[src/rtl/rom_loader_pkg.sv]
// Shared types and constants for the ROM download bus master.
package rom_loader_pkg;

   typedef enum logic [1:0] {
      IDLE  = 2'd0,
      ERASE = 2'd1,
      LOAD  = 2'd2,
      WRITE = 2'd3
   } state_t;

   localparam logic [3:0] SEL_LO      = 4'b0011;
   localparam logic [3:0] SEL_HI      = 4'b1100;
   localparam logic [3:0] SEL_ALL     = 4'b1111;
   localparam logic [2:0] CTI_CLASSIC = 3'b000;

endpackage

[src/rtl/rom_loader.sv]
// Wishbone master/arbiter: zero-fills the erase window, then copies ioctl words
// into SDRAM during a ROM download; otherwise passes the core's bus through.
module rom_loader
   import rom_loader_pkg::*;
#(
   parameter int          ERASE_AW  = 20,
   parameter int          LOAD_AW   = 20,
   parameter logic [23:0] LOAD_BASE = 24'h100000
) (
   input  logic        clk_sys,
   input  logic        reset_n,
   input  logic        dl_active,
   input  logic        ioctl_wr,
   input  logic [24:0] ioctl_addr,
   input  logic [15:0] ioctl_dout,
   output logic        ioctl_wait,
   output logic        rom_loaded,
   input  logic        core_stb,
   input  logic        core_cyc,
   input  logic        core_we,
   input  logic [3:0]  core_sel,
   input  logic [23:0] core_adr,
   input  logic [31:0] core_dat,
   input  logic [2:0]  core_cti,
   output logic        core_ack,
   output logic        wb_stb,
   output logic        wb_cyc,
   output logic        wb_we,
   output logic [3:0]  wb_sel,
   output logic [23:0] wb_adr,
   output logic [31:0] wb_dat,
   output logic [2:0]  wb_cti,
   input  logic        wb_ack
);

   state_t              r_state;
   logic [ERASE_AW-1:0] r_erase_addr;
   logic                r_stb;
   logic                r_wait;
   logic                r_loaded;
   logic                r_dl_d;
   logic                r_pend;
   logic [LOAD_AW-1:0]  r_ld_adr;
   logic                r_ld_hi;
   logic [15:0]         r_ld_dat;

   logic                w_dl_rise;
   logic                w_req;
   logic                w_core_busy;
   logic                w_ldr_ack;
   logic                w_accept_wr;
   logic [23:0]         w_ldr_adr;
   logic [3:0]          w_ldr_sel;
   logic [31:0]         w_ldr_dat;
   logic                w_unused_bits;

   assign w_dl_rise   = dl_active & ~r_dl_d;
   assign w_req       = w_dl_rise | (r_pend & dl_active);
   // A core cycle with its ack still outstanding must not be cut off.
   assign w_core_busy = core_cyc & core_stb & ~wb_ack;
   assign w_ldr_ack   = wb_ack & r_stb;
   assign w_accept_wr = (r_state == LOAD) & dl_active & ioctl_wr & ~ioctl_wait;

   assign ioctl_wait  = r_wait | r_stb;
   assign rom_loaded  = r_loaded;

   assign w_unused_bits = ^{ioctl_addr[24:LOAD_AW+2], ioctl_addr[0]};

   always_ff @(posedge clk_sys) begin
      if (!reset_n) begin
         r_state      <= IDLE;
         r_erase_addr <= '0;
         r_stb        <= 1'b0;
         r_wait       <= 1'b0;
         r_loaded     <= 1'b0;
         r_dl_d       <= 1'b0;
         r_pend       <= 1'b0;
      end else begin
         r_dl_d <= dl_active;
         r_pend <= 1'b0;
         case (r_state)
            IDLE: begin
               if (w_req) begin
                  if (w_core_busy) begin
                     r_pend <= 1'b1;
                  end else begin
                     r_state      <= ERASE;
                     r_erase_addr <= '0;
                     r_stb        <= 1'b1;
                     r_wait       <= 1'b1;
                     r_loaded     <= 1'b1;
                  end
               end
            end
            ERASE: begin
               if (w_ldr_ack) begin
                  if (!dl_active || (&r_erase_addr)) begin
                     r_state <= dl_active ? LOAD : IDLE;
                     r_stb   <= 1'b0;
                     r_wait  <= 1'b0;
                  end else begin
                     r_erase_addr <= r_erase_addr + ERASE_AW'(1);
                  end
               end
            end
            LOAD: begin
               if (!dl_active) begin
                  r_state <= IDLE;
               end else if (w_accept_wr) begin
                  r_state <= WRITE;
                  r_stb   <= 1'b1;
               end
            end
            WRITE: begin
               if (w_ldr_ack) begin
                  r_state <= dl_active ? LOAD : IDLE;
                  r_stb   <= 1'b0;
               end
            end
            default: begin
               r_state <= IDLE;
               r_stb   <= 1'b0;
               r_wait  <= 1'b0;
            end
         endcase
      end
   end

   always_ff @(posedge clk_sys) begin
      if (w_accept_wr) begin
         r_ld_adr <= ioctl_addr[LOAD_AW+1:2];
         r_ld_hi  <= ioctl_addr[1];
         r_ld_dat <= ioctl_dout;
      end
   end

   always_comb begin
      w_ldr_adr = LOAD_BASE | 24'(r_ld_adr);
      w_ldr_sel = r_ld_hi ? SEL_HI : SEL_LO;
      w_ldr_dat = {r_ld_dat, r_ld_dat};
      if (r_state == ERASE) begin
         w_ldr_adr = 24'(r_erase_addr);
         w_ldr_sel = SEL_ALL;
         w_ldr_dat = '0;
      end
   end

   // Bus ownership: core only in IDLE, loader everywhere else.
   always_comb begin
      wb_stb   = core_stb;
      wb_cyc   = core_cyc;
      wb_we    = core_we;
      wb_sel   = core_sel;
      wb_adr   = core_adr;
      wb_dat   = core_dat;
      wb_cti   = core_cti;
      core_ack = wb_ack;
      if (r_state != IDLE) begin
         wb_stb   = r_stb;
         wb_cyc   = r_stb;
         wb_we    = 1'b1;
         wb_sel   = w_ldr_sel;
         wb_adr   = w_ldr_adr;
         wb_dat   = w_ldr_dat;
         wb_cti   = CTI_CLASSIC;
         core_ack = 1'b0;
      end
   end

endmodule

[config.mk]
export PLATFORM = sky130hd
export DESIGN_NAME = rom_loader
export DESIGN_NICKNAME = d
export VERILOG_FILES = /design/src/rtl/rom_loader_pkg.sv /design/src/rtl/rom_loader.sv
export SDC_FILE = /design/constraint.sdc
export NUM_CORES = 1
export LEC_CHECK = 0
export BUFFER_PORTS_ARGS = -buffer_cell sky130_fd_sc_hd__buf_4
export CAP_MARGIN = 20
export CORE_UTILIZATION = 35
export CTS_CLUSTER_DIAMETER = 150
export CTS_CLUSTER_SIZE = 24
export DETAILED_ROUTE_END_ITERATION = 12
export PLACE_DENSITY_LB_ADDON = 0.12
export SETUP_SLACK_MARGIN = 0.02
export SYNTH_ARGS = -nofsm -noshare
export SYNTH_HDL_FRONTEND = slang
export SYNTH_SLANG_ARGS = --single-unit
[constraint.sdc]
create_clock -name clk_sys -period 3.1 [get_ports clk_sys]
set_input_delay 0.62 -clock clk_sys [delete_from_list [all_inputs] [get_ports clk_sys]]
set_output_delay 0.62 -clock clk_sys [all_outputs]
set_load 0.005 [all_outputs]
==> qor.txt <==
Commonest cells after routing, fill and taps aside: buf_4 (183), nand2_1 (39), edfxtp_1 (37)
Mapped cell area: 3400 um^2
Uppermost layer routed: met4
DRC violations left: 0
Least setup slack across all paths after layout: 0.561 ns
Syn Area/Cell: 9.75 um^2
Post-synthesis share of cell area spent on full adders, half adders and majority gates: 0.00368
Share of synthesized area occupied by flip-flops and latches: 0.485
Combined area of the multi-input logic cells: 1630 um^2
First-pass GRT wire length: 15.3 mm
Post-DP HPWL: 7.47 mm
Mux cell area share after synthesis: 0.0588
Final cycle utilization of the critical path: 0.819
Worst skew pair latency: 0.34 ns
Total nets after synthesis: 462
Sort of element at the start of the critical path: flop
Number of instances in the synthesized netlist: 349
Number of warnings reported in the yosys synthesis log: 0
Worst-path cell chain: buf_4 -> or2_1 -> nor2_1 -> a21oi_1 -> buf_4
Overall die height: 101 um
Root buffer cell: clkbuf_8
Global route total overflow: 0
Leading cell type in the layout, fill and taps excluded: buf_4
Wire length per cell: 15.3 um
Floorplan Core Area: 9330 um^2
Highest clock rate: 394 MHz
Compound-cell area share of the yosys netlist: 0.215
Max-slew violations: 0
HP Class: input port to flop
Vias in the first global route: 3,125
Crit path max-delay family: buffers and inverters
Relative area change from synthesis to final layout: 50.1%
Total of buffers placed on input and output ports: 176
Maximum number of buffers from clock root to sink: 2
Data required time at the worst endpoint: 2.48 ns
Most repeated library cell on the critical path: buf_4
Die area: 10,100 um^2
Peak supply drop: 0.000322 V
Depth of the CTS H-tree: 3
Met2 Routed Length: 5.13 mm
Count of fill cells added during filler insertion: 864
Worst path buffer plus inverter count: 2
Peak per-stage delay on the critical path: 0.57 ns
Total number of vias: 3,347
Sequential cell area in the final layout: 1650 um^2
Total global-route track usage: 0.196
Residual antenna-violating net count after detailed routing: 0
Post-CTS setup repair buffer count: 0
Final hold violation count: 0
Setup slack after placement: 0.719 ns
Clock buffers created by TritonCTS: 9
Detailed-route vias per instance: 5.13
RD Place Congestion: 0.796
Unrepaired setup endpoints after global routing: no
Least-Margin Pin Slew: 0.658 ns
Horizontal die dimension: 101 um
NumNets Final: 632
Slowest cell on crit path: dfxtp_2
CP Capture Type: output port
Power density cells: 448 nW/um^2
Clock Skew: 0.00666 ns
Count of hold-fix buffers inserted at cts: 0
Number of sinks driven by the clock tree: 64
Dominant combinational cell family by area after synthesis: compound AO/OA/AOI/OAI gates
Initial antenna violation count: 0
Post-synthesis share of cell area spent on and, or, nand and nor gates: 0.193
Row Count: 35
TritonCTS clock tree: built
Clk pin slew, worst setup/hold paths: 0.07 ns
Iteration-0 DRC count of the detailed router: 110
Worst path arrival time: 1.92 ns
Xor-xnor portion of the synthesized cell area: 0.00515
Amount of wire on met3 after detailed routing: 492 um
Final setup violating endpoints: 0
Number of antenna diodes: 0
Total of cells resized after clock tree synthesis: 0
Final total negative setup slack: 0 ns
Lkg Pwr: 2.11 nW
Outcome: complete, no violations
Yosys reg bits: 64
Critical path peak fanout: 41
Post-Route M1 WL: 4.19 mm
Pre-Repair DR Iteration Count: 4
Initial standard-cell utilization of the core: 0.365
Max-slew headroom at the worst pin: 0.560
Path type of the worst setup path: flop to output port
Number of top-level design ports: 181
Pin count of the biggest net entering global routing: 42
Fin crit period: 2.54 ns
Number of maximum-capacitance constraint violations: 0
Layout cell share with drive strength beyond 1: 0.397
Final wirelength: 10.0 mm
Unique masters post-synth: 46
## layer usage
| layer | global-route usage | up-vias |
|---|---|---|
| li1 | - | 1668 |
| met1 | 0.247 | 1568 |
| met2 | 0.326 | 93 |
| met3 | 0.0555 | 18 |
| met4 | 0.0591 | 0 |
| met5 | 0 | - |
## path summary, 6_finish.rpt
path                                start                       endpoint  slack (ns)  cells after the start
max               r_state[1]$_SDFFE_PN0P_                      wb_sel[1]        0.56                      5
min                        ioctl_addr[12]         r_ld_adr[10]$_DFFE_PP_        0.45                      1
max reg2reg  r_erase_addr[2]$_SDFFE_PN0P_  r_erase_addr[12]$_SDFFE_PN0P_        0.70                      5
min reg2reg       rom_loaded$_SDFFE_PN0P_        rom_loaded$_SDFFE_PN0P_        0.45                      2
## final cells by class
cell class | count | share of cell area
clock inverter | 7 | 0.0262
inverter | 8 | 0.00588
multi-input combinational | 253 | 0.319
clock buffer | 9 | 0.0243
timing repair buffer | 183 | 0.269
sequential | 64 | 0.324
tap | 129 | 0.0316
## registers in the layout (all words and copies together) (netlist names)
signal	cells
r_ld_dat	16
rom_loaded	1
r_pend	1
r_dl_d	1
r_ld_hi	1
r_ld_adr	20
r_state	2
r_wait	1
r_stb	1
r_erase_addr	20
## cell usage after synthesis, drive strengths merged
cell    number  area, um^2
a211oi       1        7.51
a21boi       1        7.51
a21o         2        15.0
a21oi       22         110
a22o        32         280
a311o        1        10.0
a31o         1        8.76
a31oi        2        12.5
and2        11        68.8
and3         5        31.3
and3b        1        8.76
buf          3        21.3
clkbuf      21        78.8
clkinv       1        3.75
dfxtp       27         541
edfxtp      37        1110
ha           1        12.5
inv          7        26.3
mux2i       20         200
nand2       39         146
nand2b       4        25.0
nand3        8        40.0
nand3b       2        15.0
nand4        9        62.6
nand4b       2        17.5
nor2        14        52.6
nor3         3        15.0
nor3b        1        7.51
nor4b        1        8.76
o211ai       2        15.0
o21a         2        15.0
o21ai       28         140
o221a        1        11.3
o31ai       12        90.1
o41ai        1        8.76
or2          1        6.26
or2b         1        7.51
or3          7        46.3
or4         13        98.9
xnor2        2        17.5
## where the power goes
part | internal (mW) | total (mW) | switching, mW | leakage [nW]
Clock | 0.610 | 0.935 | 0.325 | 0.131
Sequential | 0.904 | 0.914 | 0.00998 | 0.552
Combinational | 0.267 | 0.439 | 0.172 | 1.43
## through the flow
stage	std cells	area [um^2]	util	hold slack, ns	power, mW
4_1_cts	653	5110	0.548	0.432	2.31
3_5_place_dp	637	4850	0.520	0.438	1.38
6_report	653	5110	0.548	0.449	2.29
2_1_floorplan	349	3400	-	0.442	1.10
3_3_place_gp	637	4850	0.520	0.435	1.37
5_1_grt	653	5110	0.548	0.423	2.38
## kinds of logic after synthesis
group                    count (synthesis)
XOR/XNOR                                 2
multiplexers                            20
buffers and inverters                   32
AND/OR/NAND/NOR                        122
flip-flops                              64
adder cells (fa/ha/maj)                  1
AO/OA/AOI/OAI                          108
## worst reg2reg max path, cell delays in order, from the launching register on
cell and delay [ns]:
dfxtp_1 0.47, nand4_2 0.22, or3_1 0.45, or4_1 0.68
or3_1 0.36, a21oi_1 0.15
No activity file was read; power rests on OpenSTA's default activity.
